## src/rtl/e_mem_rd_ctrl.sv

```systemverilog
// e_mem_rd_ctrl: read-side controller for the BRAM sample buffer.
// Replays the writer's address walk (linear 0..WRAP_HI, then circular over
// WRAP_LO..WRAP_HI). It reads only words the writer has committed and streams
// them out on a valid/ready port. A 4-entry credit FIFO absorbs BRAM read latency.
//
// Ports:
//   CLK          clock
//   rst_n        synchronous reset, active low
//   wr_adv       writer committed one word this cycle
//   rd_start     pulse: IDLE -> RUN
//   rd_stop      pulse: stop issuing reads and drain
//   mem_rd_en    BRAM read enable (combinational from registered state)
//   mem_rd_addr  BRAM read address (combinational from registered state)
//   mem_rd_data  BRAM read data, valid RD_LAT cycles after mem_rd_en
//   m_data       stream data (FIFO head)
//   m_valid      stream valid
//   m_ready      stream ready
//   avail        words written but not yet issued
//   busy         controller not idle
//   ovf_err      sticky: writer overran reader
`timescale 1ns/1ps
module e_mem_rd_ctrl #(
  parameter int unsigned ADDR_W    = 18,
  parameter int unsigned DATA_W    = 32,
  parameter int unsigned WRAP_HI   = 262143,
  parameter int unsigned WRAP_LO   = 259072,
  parameter int unsigned RD_LAT    = 1,
  parameter int unsigned MAX_AVAIL = 3072
) (
  input  logic              CLK,
  input  logic              rst_n,
  input  logic              wr_adv,
  input  logic              rd_start,
  input  logic              rd_stop,
  output logic              mem_rd_en,
  output logic [ADDR_W-1:0] mem_rd_addr,
  input  logic [DATA_W-1:0] mem_rd_data,
  output logic [DATA_W-1:0] m_data,
  output logic              m_valid,
  input  logic              m_ready,
  output logic [ADDR_W:0]   avail,
  output logic              busy,
  output logic              ovf_err
);

  localparam int unsigned AVAIL_W    = ADDR_W + 1;
  localparam int unsigned FIFO_DEPTH = 4;
  localparam int unsigned FPTR_W     = 2;
  localparam int unsigned CNT_W      = 3;
  localparam int unsigned CRED_W     = CNT_W + 1;

  typedef enum logic [1:0] {
    ST_IDLE  = 2'd0,
    ST_RUN   = 2'd1,
    ST_DRAIN = 2'd2
  } state_t;

  state_t              state_q, state_d;
  logic [ADDR_W-1:0]   rd_ptr_q;
  logic [RD_LAT-1:0]   vld_sr_q;
  logic [CNT_W-1:0]    inflight_q, inflight_d;
  logic [DATA_W-1:0]   fifo_mem_q [FIFO_DEPTH];
  logic [FPTR_W-1:0]   fifo_wp_q, fifo_rp_q;
  logic [CNT_W-1:0]    fifo_cnt_q, fifo_cnt_d;
  logic [AVAIL_W-1:0]  avail_d;
  logic                ovf_d;
  logic [CRED_W-1:0]   credit_used_c;
  logic                issue_c;
  logic                capture_c;
  logic                pop_c;

  // Credits: FIFO occupancy plus reads still in the BRAM pipeline never exceed FIFO depth.
  assign credit_used_c = {1'b0, fifo_cnt_q} + {1'b0, inflight_q};
  assign issue_c       = (state_q == ST_RUN) && (avail != '0) &&
                         (credit_used_c < CRED_W'(FIFO_DEPTH));
  assign capture_c     = vld_sr_q[RD_LAT-1];
  assign pop_c         = m_valid && m_ready;

  assign mem_rd_en   = issue_c;
  assign mem_rd_addr = rd_ptr_q;
  assign m_data      = fifo_mem_q[fifo_rp_q];

  // FSM state register
  always_ff @(posedge CLK) begin
    if (!rst_n) begin
      state_q <= ST_IDLE;
      busy    <= 1'b0;
    end else begin
      state_q <= state_d;
      busy    <= (state_d != ST_IDLE);
    end
  end

  // FSM next state; simultaneous start+stop in IDLE is treated as no start
  always_comb begin
    state_d = state_q;
    case (state_q)
      ST_IDLE:  if (rd_start && !rd_stop) state_d = ST_RUN;
      ST_RUN:   if (rd_stop) state_d = ST_DRAIN;
      ST_DRAIN: if ((inflight_q == '0) && (fifo_cnt_q == '0)) state_d = ST_IDLE;
      default:  state_d = ST_IDLE;
    endcase
  end

  // Next values of avail / overrun flag / in-flight and FIFO counts
  always_comb begin
    avail_d    = avail;
    ovf_d      = ovf_err;
    inflight_d = inflight_q;
    fifo_cnt_d = fifo_cnt_q;

    if (wr_adv && !issue_c) begin
      if (avail == AVAIL_W'(MAX_AVAIL)) ovf_d = 1'b1;
      else                              avail_d = avail + AVAIL_W'(1);
    end else if (!wr_adv && issue_c) begin
      avail_d = avail - AVAIL_W'(1);
    end

    case ({issue_c, capture_c})
      2'b10:   inflight_d = inflight_q + CNT_W'(1);
      2'b01:   inflight_d = inflight_q - CNT_W'(1);
      default: inflight_d = inflight_q;
    endcase

    case ({capture_c, pop_c})
      2'b10:   fifo_cnt_d = fifo_cnt_q + CNT_W'(1);
      2'b01:   fifo_cnt_d = fifo_cnt_q - CNT_W'(1);
      default: fifo_cnt_d = fifo_cnt_q;
    endcase
  end

  // Read pointer, counters and return FIFO
  always_ff @(posedge CLK) begin
    if (!rst_n) begin
      rd_ptr_q   <= '0;
      avail      <= '0;
      ovf_err    <= 1'b0;
      inflight_q <= '0;
      fifo_cnt_q <= '0;
      fifo_wp_q  <= '0;
      fifo_rp_q  <= '0;
      m_valid    <= 1'b0;
      for (int i = 0; i < FIFO_DEPTH; i++) fifo_mem_q[i] <= '0;
    end else begin
      avail      <= avail_d;
      ovf_err    <= ovf_d;
      inflight_q <= inflight_d;
      fifo_cnt_q <= fifo_cnt_d;
      m_valid    <= (fifo_cnt_d != '0);
      if (issue_c) begin
        rd_ptr_q <= (rd_ptr_q == ADDR_W'(WRAP_HI)) ? ADDR_W'(WRAP_LO)
                                                   : rd_ptr_q + ADDR_W'(1);
      end
      if (capture_c) begin
        fifo_mem_q[fifo_wp_q] <= mem_rd_data;
        fifo_wp_q             <= fifo_wp_q + FPTR_W'(1);
      end
      if (pop_c) fifo_rp_q <= fifo_rp_q + FPTR_W'(1);
    end
  end

  // Return-valid pipeline; clearing it on reset drops any late BRAM data
  generate
    if (RD_LAT == 1) begin : g_lat1
      always_ff @(posedge CLK) begin
        if (!rst_n) vld_sr_q <= '0;
        else        vld_sr_q <= issue_c;
      end
    end else begin : g_latn
      always_ff @(posedge CLK) begin
        if (!rst_n) vld_sr_q <= '0;
        else        vld_sr_q <= {vld_sr_q[RD_LAT-2:0], issue_c};
      end
    end
  endgenerate

  a_no_fifo_overflow: assert property (@(posedge CLK) disable iff (!rst_n)
    !(capture_c && (fifo_cnt_q == CNT_W'(FIFO_DEPTH))));

endmodule
```

## config.mk

```make
export PLATFORM = sky130hd
export DESIGN_NAME = e_mem_rd_ctrl
export DESIGN_NICKNAME = d
export VERILOG_FILES = /design/src/rtl/e_mem_rd_ctrl.sv
export SDC_FILE = /design/constraint.sdc
export NUM_CORES = 1
export LEC_CHECK = 0
export ABC_AREA = 1
export CELL_PAD_IN_SITES_DETAIL_PLACEMENT = 2
export CELL_PAD_IN_SITES_GLOBAL_PLACEMENT = 2
export CORE_ASPECT_RATIO = 0.5
export CORE_UTILIZATION = 37
export CTS_CLUSTER_SIZE = 8
export DETAILED_ROUTE_END_ITERATION = 7
export PLACE_DENSITY_LB_ADDON = 0.08
export SLEW_MARGIN = 10
export SYNTH_ARGS = -nofsm -noshare
export SYNTH_HDL_FRONTEND = slang
export SYNTH_SLANG_ARGS = --single-unit
```

## constraint.sdc

```tcl
create_clock -name CLK -period 7.25 [get_ports CLK]
set_clock_uncertainty 0.2 [all_clocks]
set_input_delay 0.725 -clock CLK [delete_from_list [all_inputs] [get_ports CLK]]
set_output_delay 0.725 -clock CLK [all_outputs]
set_load 0.005 [all_outputs]
```

==> flow_summary.json, run 1 <==
{
  "cts_num_sinks": 183,
  "cp-start-kind": "flip-flop",
  "place_congestion": 0.790,
  "synth_top_cell_by_area": "edfxtp_1",
  "fmax_mhz": 245,
  "period_needed_ps": 4080,
  "layout_common_cells": "nor2_1 (227), edfxtp_1 (128), nand2_1 (120)",
  "cts_resized": 0,
  "post_cts_buffers": 0,
  "start_util_pct": 38.5,
  "clkPwrFrac_pct": 36.6,
  "io_buffers": 110,
  "final_hold_viol_count": 0,
  "pin_count": 111,
  "hold_class": "reg -> reg",
  "firstDrtPassIters": 4,
  "stdcell_count": 1434,
  "num_antenna_cells": 0,
  "grt_pass1_vias": 8621,
  "wl_met1_um": 13000,
  "swShare_pct": 29.5,
  "ant_nets": 0,
  "power_frac_comb_pct": 19.9,
  "hpwlAfterDp_um": 18900,
  "path_cells": "buf_4, inv_1, o21ai_0, o22ai_1, clkdlybuf4s50_1",
  "fin_crit_sh_pct": 56.2,
  "tritoncts": "yes",
  "synth_warnings": 0,
  "num_vias": 7626,
  "final_common_cell": "nor2_1",
  "drive_above_1_share_pct": 6.12,
  "cp_slowest_stage_delay_ps": 940,
  "ys_seq_area_share_pct": 55.1,
  "coreArea_sq_mm": 0.0233,
  "cts_htree_levels": 4,
  "multi_input_area_sq_mm": 0.00349,
  "drv_slew": 0,
  "rsz0062_at_grt": "no",
  "cts_hold_buf": 0,
  "max_slew.worst_pin.slew_ps": 1230,
  "dieArea_sq_mm": 0.0249,
  "min_from": "ovf_err$_SDFFE_PN0P_",
  "chipWidth_um": 222,
  "power_frac_seq_pct": 43.4,
  "routed.top_layer": "met4",
  "grt_usage_pct": 24.3,
  "p_int_mw": 1.96,
  "ys_ff_latch": 183,
  "clk_latency_ps": 450,
  "first_iter_violations": 408,
  "timing.setup.tns_ps": 0,
  "switchingPower_uw": 820,
  "synth_top_area_share_pct": 42.9,
  "netlist_top_cells_area": "edfxtp_1 (43%), dfxtp_1 (12%), nor2_1 (9.5%), nand2_1 (5.1%), o21ai_0 (4.7%)",
  "crit_slowest_cell": "inv_1",
  "cts_made_buffers": 17,
  "ys_types": 40,
  "powerDensity_mw_per_mm2": 253,
  "syn_inst": 1018,
  "peakVddDrop_v": 0.000129,
  "setup_viol": 0,
  "drv_cap": 0,
  "path_clk_slew_ps": 80,
  "syn_area_sq_mm": 0.00897,
  "via_per_inst": 5.32,
  "rows": 39,
  "reg2reg_from": "avail[0]$_SDFFE_PN0P_",
  "path_max_fanout": 33,
  "leakagePower_nw": 4.31,
  "avgSynthCellArea_sq_um": 8.81,
  "drt-wirelength-per-cell_um": 20.2,
  "die_y_um": 112,
  "grt_max_degree": 66,
  "drc_errors": 0,
  "cp.required_ps": 6320,
  "fillers": 2489,
  "slew_headroom_pct": 17.9,
  "path_class": "reg -> out",
  "cp-end-kind": "output pin",
  "wl_met3_um": 702,
  "wl_met2_um": 14900,
  "drt_wl_total_um": 29000,
  "ff_latch_area_sq_mm": 0.00495,
  "finalNetCount": 1177,
  "antenna_found_initial": 0,
  "grt_pass1_wl_um": 46600,
  "cts_max_path_buffers": 2,
  "overflow": 0,
  "cts-root-buf": "clkbuf_16",
  "cp.arrival_ps": 3150,
  "place_inst": 1402,
  "synth_nets": 1081,
  "synthToLayoutAreaGrowth_pct": 22.7,
  "status": "finished, final reports clean"
}
==> through the flow <==
stage / setup WS (ps) / hold slack (ps) / power [mW] / util [%] / cell area (sq um)
3_5_place_dp: 3380 / 267 / 1.79 / 44.6 / 10400
3_3_place_gp: 3570 / 255 / 1.76 / 44.6 / 10400
5_1_grt: 3050 / 309 / 2.91 / 47.3 / 11000
4_1_cts: 3190 / 289 / 2.81 / 47.3 / 11000
2_1_floorplan: 3640 / 244 / 1.54 / - / 8970
6_report: 3170 / 288 / 2.78 / 47.3 / 11000
==> final timing paths <==
| kind | endpoint | slack [ps] | depth (start not counted) |
|---|---|---|---|
| worst max register to register | avail[13]$_SDFFE_PN0P_ | 3460 | 16 |
| worst max-delay path | m_data[11] | 3170 | 5 |
| worst min-delay path | ovf_err$_SDFFE_PN0P_ | 290 | 1 |
| worst min register to register | ovf_err$_SDFFE_PN0P_ | 290 | 1 |
==> cell usage after synthesis (all sizes together) <==
library cell    n
nor2          231
edfxtp        128
nand2         124
o21ai         100
inv            95
a21oi          58
dfxtp          55
nor3           42
nand3          37
o22ai          32
clkbuf         28
ha             22
buf            17
xnor2          11
xor2           11
nand4           8
fa              3
nand3b          3
a21o            2
clkinv          2
a211o           1
a211oi          1
a21boi          1
a31oi           1
and2            1
nor3b           1
nor4            1
o21a            1
o31ai           1
==> per-layer routing <==
metal | vias to the layer above | global-route usage [%]
met5 | - | 0
met3 | 27 | 3.69
met2 | 95 | 44.8
met1 | 3879 | 29.6
met4 | 0 | 6.34
li1 | 3625 | -
==> flip-flops by register name (all words and copies together), names as in the netlist, named ones only <==
| signal | count |
|---|---|
| capture_c | 1 |
| state_q | 2 |
| avail | 19 |
| fifo_wp_q | 2 |
| inflight_q | 3 |
| fifo_mem_q | 128 |
| fifo_rp_q | 2 |
| busy | 1 |
| m_valid | 1 |
| fifo_cnt_q | 3 |
| ovf_err | 1 |
| mem_rd_addr | 18 |
==> power by group through the flow <==
stage          combinational (mW)  sequential [mW]  clock [mW]
6_report                    0.555             1.21        1.02
5_1_grt                     0.614             1.21        1.08
4_1_cts                     0.561             1.21        1.04
3_5_place_dp                0.556             1.23           0
3_3_place_gp                0.531             1.23           0
2_1_floorplan               0.319             1.22           0
==> area by class of cell <==
cell class                      instances  area share, %
Sequential cell                       183           45.0
Multi-Input combinational cell        693           31.7
Timing Repair Buffer                  122           10.8
Clock buffer                           19           4.03
Tap cell                              307           3.49
Inverter                               97           3.33
Clock inverter                         13           1.66
==> cells by family (layout without fill, tap and decap cells) <==
family / count (synthesis) / after routing / share of synthesized area (%)
compound gates: 198 / 198 / 11.8
xor+xnor: 22 / 22 / 2.15
fa+ha+maj: 25 / 25 / 3.74
buf+inv: 142 / 251 / 6.19
flops: 183 / 183 / 55.1
simple gates: 448 / 448 / 21.0
==> critical path, delay by kind of cell, from the launching register on <==
family	cells	cell delay [ps]
AOI/OAI and AO/OA	2	630
DFF	1	310
buffers and inverters	3	1770
Power figures use the tool's default switching activity.
==> inputs of run 2 (changes only) <==
Settings changed: CORE_UTILIZATION 37 to 31.
Clock period 7.25 ns to 3.5 ns, I/O delays scaled along.
==> run 2 against run 1 <==
Against the previous run: register-to-register slack worse by 3200 ps; highest routed layer unchanged; combinational power up 110%; critical endpoint is now avail[18]$_SDFFE_PN0P_; global-route usage down 4.6 points; critical path type is now reg -> reg.
==> flow_summary.json, run 2 (synthesized netlist as in run 1, its figures left out) <==
{
  "status": "finished, final reports clean",
  "clk_latency_ps": 450,
  "dieArea_sq_mm": 0.0297,
  "fmax_mhz": 308,
  "leakagePower_nw": 4.34,
  "firstDrtPassIters": 4,
  "grt_use_met3_pct": 3.83,
  "num_vias": 7564,
  "drt_wl_total_um": 28400,
  "powerDensity_mw_per_mm2": 505,
  "rsz0062_at_grt": "no",
  "path_clk_slew_ps": 70,
  "timing.setup.tns_ps": 0,
  "swShare_pct": 29.5,
  "met1_usage_pct": 23.4,
  "start_util_pct": 31.9,
  "power_frac_comb_pct": 20.6,
  "via_per_inst": 4.99,
  "tritoncts": "yes",
  "grtUsageMet2_pct": 36.3,
  "p_int_mw": 3.97,
  "cp-end-kind": "flip-flop",
  "reg2reg_from": "inflight_q[2]$_SDFFE_PN0P_",
  "hold_ws_ps": 277,
  "cts-root-buf": "clkbuf_16",
  "final_common_cell": "nor2_1",
  "busiest_layer": "met2",
  "crit_path_frequent_cell": "nand2_1",
  "synthToLayoutAreaGrowth_pct": 24.2,
  "cts_max_path_buffers": 2,
  "drive_above_1_share_pct": 6.71,
  "period_needed_ps": 3250,
  "coreArea_sq_mm": 0.0281,
  "ant_nets": 0,
  "largest_reg_flops": 128,
  "pin_count": 111,
  "cts_made_buffers": 17,
  "drv_cap": 0,
  "path_cells": "ha_1, nor3_1, nand2_1, nor2_2, nand2_4, nand2_1, buf_6, ha_1, nand2_1, inv_1, a21oi_1, nand3_2, nand2_1, nand3_1, a21oi_1, nor2_1",
  "path_class": "reg -> reg",
  "drc_errors": 0,
  "cp-start-kind": "flip-flop",
  "grt_pass1_wl_um": 44700,
  "cp.arrival_ps": 3380,
  "finalNetCount": 1184,
  "critPathLaunch": "inflight_q[2]$_SDFFE_PN0P_",
  "cts_htree_levels": 4,
  "cts_hold_buf": 0,
  "drv_slew": 0,
  "antenna_found_initial": 0,
  "power_frac_seq_pct": 44.3,
  "crit_family": "simple AND/OR/NAND/NOR gates",
  "path_max_fanout": 20,
  "final_hold_viol_count": 0,
  "chipWidth_um": 243,
  "cts_num_sinks": 183,
  "drt-wirelength-per-cell_um": 18.7,
  "regMostFlops": "fifo_mem_q",
  "overflow": 0,
  "layout_common_cells": "nor2_1 (227), edfxtp_1 (128), nand2_1 (120)",
  "crit_buf_inv": 2,
  "die_y_um": 122,
  "final_util_pct": 39.7,
  "grt_pass1_vias": 8222,
  "hpwlAfterDp_um": 18900,
  "min_from": "ovf_err$_SDFFE_PN0P_",
  "switchingPower_mw": 1.66,
  "first_iter_violations": 302,
  "rows": 43,
  "num_antenna_cells": 0,
  "grt_max_degree": 66,
  "io_buffers": 110,
  "grt_usage_pct": 19.6,
  "max_slew.worst_pin.slew_ps": 877,
  "setup_viol": 0,
  "place_congestion": 0.817,
  "peakVddDrop_v": 0.000361,
  "crit_slowest_cell": "dfxtp_1",
  "fin_crit_sh_pct": 92.8,
  "clkPwrFrac_pct": 35.1,
  "cp.required_ps": 3640,
  "slew_headroom_pct": 41.5,
  "hold_class": "reg -> reg",
  "cp_slowest_stage_delay_ps": 340
}
## run 2: changes by cell type in the layout (fill, tap and decap cells not counted), sizes merged
cell and change:
inv -4, clkinvlp +2, buf +7, bufinv -1, clkinv +2
## run 2: layout make-up
type | count | area (sq um)
well taps | 382 | 478
repair buffers | 129 | 1270
flip-flops and latches | 183 | 4950
multi-input cells | 693 | 3500
fillers | 3130 | 16900
clock inverters | 12 | 146
inverters | 97 | 367
clock buffers | 19 | 433
## run 2: worst paths after layout
check	to	slack, ps	depth (start not counted)
max	avail[18]$_SDFFE_PN0P_	250	16
min	ovf_err$_SDFFE_PN0P_	280	1
max reg2reg	avail[18]$_SDFFE_PN0P_	250	16
min reg2reg	ovf_err$_SDFFE_PN0P_	280	1
## run 2: timing repair
item	CTS	global route
resized for setup	0	2
buffers inserted	0	0
setup endpoints to repair	0	2
## run 2: power by group through the flow
stage / sequential [mW] / combinational, mW / clock, mW
2_1_floorplan: 2.53 / 0.661 / 0
3_3_place_gp: 2.54 / 1.15 / 0
3_5_place_dp: 2.55 / 1.17 / 0
4_1_cts: 2.50 / 1.18 / 2.03
5_1_grt: 2.51 / 1.29 / 2.12
6_report: 2.50 / 1.16 / 1.97
## run 2: metrics by stage
step | power (mW) | instances | cell area [sq um] | setup slack (ps)
after CTS | 5.71 | 1515 | 11100 | 65.6
final | 5.63 | 1515 | 11100 | 252
after global placement | 3.69 | 1484 | 10600 | 195
after detailed placement | 3.72 | 1484 | 10600 | 113
after global routing | 5.92 | 1515 | 11100 | 3.77
after floorplan | 3.19 | 1018 | 8970 | 622
## run 2: routing by layer
metal  routed length, um  vias to the layer above
met2               14500                       89
li1                    -                     3640
met4                 419                        0
met5                   0                        -
met3                 789                       28
met1               12700                     3807
==> inputs of run 3 (changes only) <==
Settings changed: CORE_UTILIZATION 31 to 32, CTS_BUF_LIST from default to sky130_fd_sc_hd__clkbuf_4 sky130_fd_sc_hd__clkbuf_8.
==> run 3 against run 2 <==
Against the previous run: critical path depth fell by 8; non-clock buffer count rose by 1; sequential share of layout area rose by 0.78 points; flip-flop and latch count stayed put; maximum frequency grew 2.3%; global-route usage up 0.64 points; count of clock-buffer cells in the layout down 1; largest cell class unchanged; die area fell by 3.1%; via count hardly changed; power shrank 7.9%; worst hold slack gained 18 ps.
==> flow_summary.json, run 3 (synthesized netlist as in run 1, its figures left out) <==
{
  "cts_max_path_buffers": 2,
  "grt_pass1_vias": 8552,
  "cp-end-kind": "output pin",
  "synthToLayoutAreaGrowth_pct": 22.1,
  "drv_slew": 0,
  "overflow": 0,
  "slew_headroom_pct": 38.3,
  "pin_count": 111,
  "post_cts_buffers": 0,
  "leakagePower_nw": 4.26,
  "die_y_um": 120,
  "status": "finished, final reports clean",
  "firstDrtPassIters": 4,
  "cts_made_buffers": 17,
  "antenna_found_initial": 0,
  "reg2reg_from": "inflight_q[2]$_SDFFE_PN0P_",
  "cp-start-kind": "flip-flop",
  "timing.setup.tns_ps": 0,
  "layout_common_cells": "nor2_1 (227), edfxtp_1 (128), nand2_1 (120)",
  "min_path_cells": 1,
  "grt_max_degree": 66,
  "max_slew.worst_pin.slew_ps": 925,
  "drc_errors": 0,
  "via_per_inst": 5.01,
  "fillers": 3015,
  "cts-root-buf": "clkbuf_8",
  "cts_num_sinks": 183,
  "cp.required_ps": 2950,
  "drive_above_1_share_pct": 6.87,
  "final_common_cell": "nor2_1",
  "final_hold_viol_count": 0,
  "io_buffers": 110,
  "rows": 42,
  "reg2regPathDepth": 18,
  "rsz0062_at_grt": "no",
  "clk_latency_ps": 500,
  "tritoncts": "yes",
  "dieArea_sq_mm": 0.0287,
  "powerDensity_mw_per_mm2": 473,
  "drv_cap": 0,
  "setup_viol": 0,
  "fin_crit_sh_pct": 90.7,
  "finalNetCount": 1185,
  "layout_setup_ws_ps": 324,
  "num_antenna_cells": 0,
  "coreArea_sq_mm": 0.0270,
  "place_congestion": 0.783,
  "fmax_mhz": 315,
  "drt_wl_total_um": 27800,
  "grt_pass1_wl_um": 44800,
  "hold_class": "reg -> reg",
  "chipWidth_um": 239,
  "start_util_pct": 33.3,
  "path_max_fanout": 18,
  "num_vias": 7567,
  "hpwlAfterDp_um": 18600,
  "peakVddDrop_v": 0.000241,
  "min_from": "ovf_err$_SDFFE_PN0P_",
  "first_iter_violations": 290,
  "path_class": "reg -> out",
  "grt_usage_pct": 20.3,
  "cp.arrival_ps": 2630,
  "multi_input_area_sq_mm": 0.00350,
  "path_clk_slew_ps": 100,
  "regMostFlops": "fifo_mem_q",
  "ff_latch_area_sq_mm": 0.00495,
  "period_needed_ps": 3180,
  "largest_reg_flops": 128,
  "place_ws_ps": 302,
  "cts_htree_levels": 4,
  "drt-wirelength-per-cell_um": 18.4,
  "ant_nets": 0,
  "critPathLaunch": "inflight_q[2]$_SDFFE_PN0P_"
}
==> run 3: cell count changes in the layout (fill, tap and decap cells not counted), moves of 2 or more <==
cell	delta
clkbuf_1	-2
inv_6	+2
clkbuf_16	-17
clkbuf_8	+17
clkinvlp_4	-2
buf_4	+2
==> run 3: area by class of cell <==
type                       count  share of cell area, %
clock buffer                  18                   2.20
clock inverter                14                   1.52
inverter                      97                   3.35
multi-input combinational    693                   31.9
sequential                   183                   45.2
tap                          374                   4.27
timing repair buffer         130                   11.6
==> run 3: metrics by stage <==
| stage | hold WS [ps] | std cells | total power [mW] | utilization, % | area, sq um |
|---|---|---|---|---|---|
| floorplan | 244 | 1018 | 3.19 | - | 8970 |
| global placement | 259 | 1477 | 3.68 | 39.1 | 10500 |
| detailed placement | 263 | 1477 | 3.72 | 39.1 | 10500 |
| CTS | 291 | 1509 | 5.26 | 40.6 | 10900 |
| global route | 309 | 1509 | 5.46 | 40.6 | 11000 |
| finish | 295 | 1509 | 5.18 | 40.6 | 11000 |
==> run 3: repair_timing <==
| action | 4_1_cts | 5_1_grt |
|---|---|---|
| gates resized for setup | 0 | 1 |
| hold buffers | 0 | 0 |
| endpoints found under the setup margin | 0 | 1 |
==> run 3: critical path, stage by stage, from the launching register on <==
cell	delay (ps)
dfxtp_1	340
ha_1	290
nor3_1	130
nand2_1	80
nor2_2	220
nand2_4	70
buf_4	220
inv_4	220
clkdlybuf4s50_1	550
==> run 3: worst paths after layout <==
kind,end,slack (ps)
setup / recovery,mem_rd_en,320
hold / removal,ovf_err$_SDFFE_PN0P_,290
setup reg to reg,avail[18]$_SDFFE_PN0P_,400
hold reg to reg,ovf_err$_SDFFE_PN0P_,290
==> run 3: layer usage <==
metal	track usage, %	wire (um)	share of wire, %
met5	0	0	0
met1	24.6	12600	45
met2	36.9	14100	51
met4	5.53	346	1.2
met3	3.63	741	2.7
==> run 3: where the power goes <==
part | switching (mW) | leakage (nW) | internal (mW)
clock network | 0.880 | 0.208 | 0.663
registers | 0.0804 | 1.77 | 2.42
logic | 0.661 | 2.28 | 0.482
total | 1.62 | 4.26 | 3.56
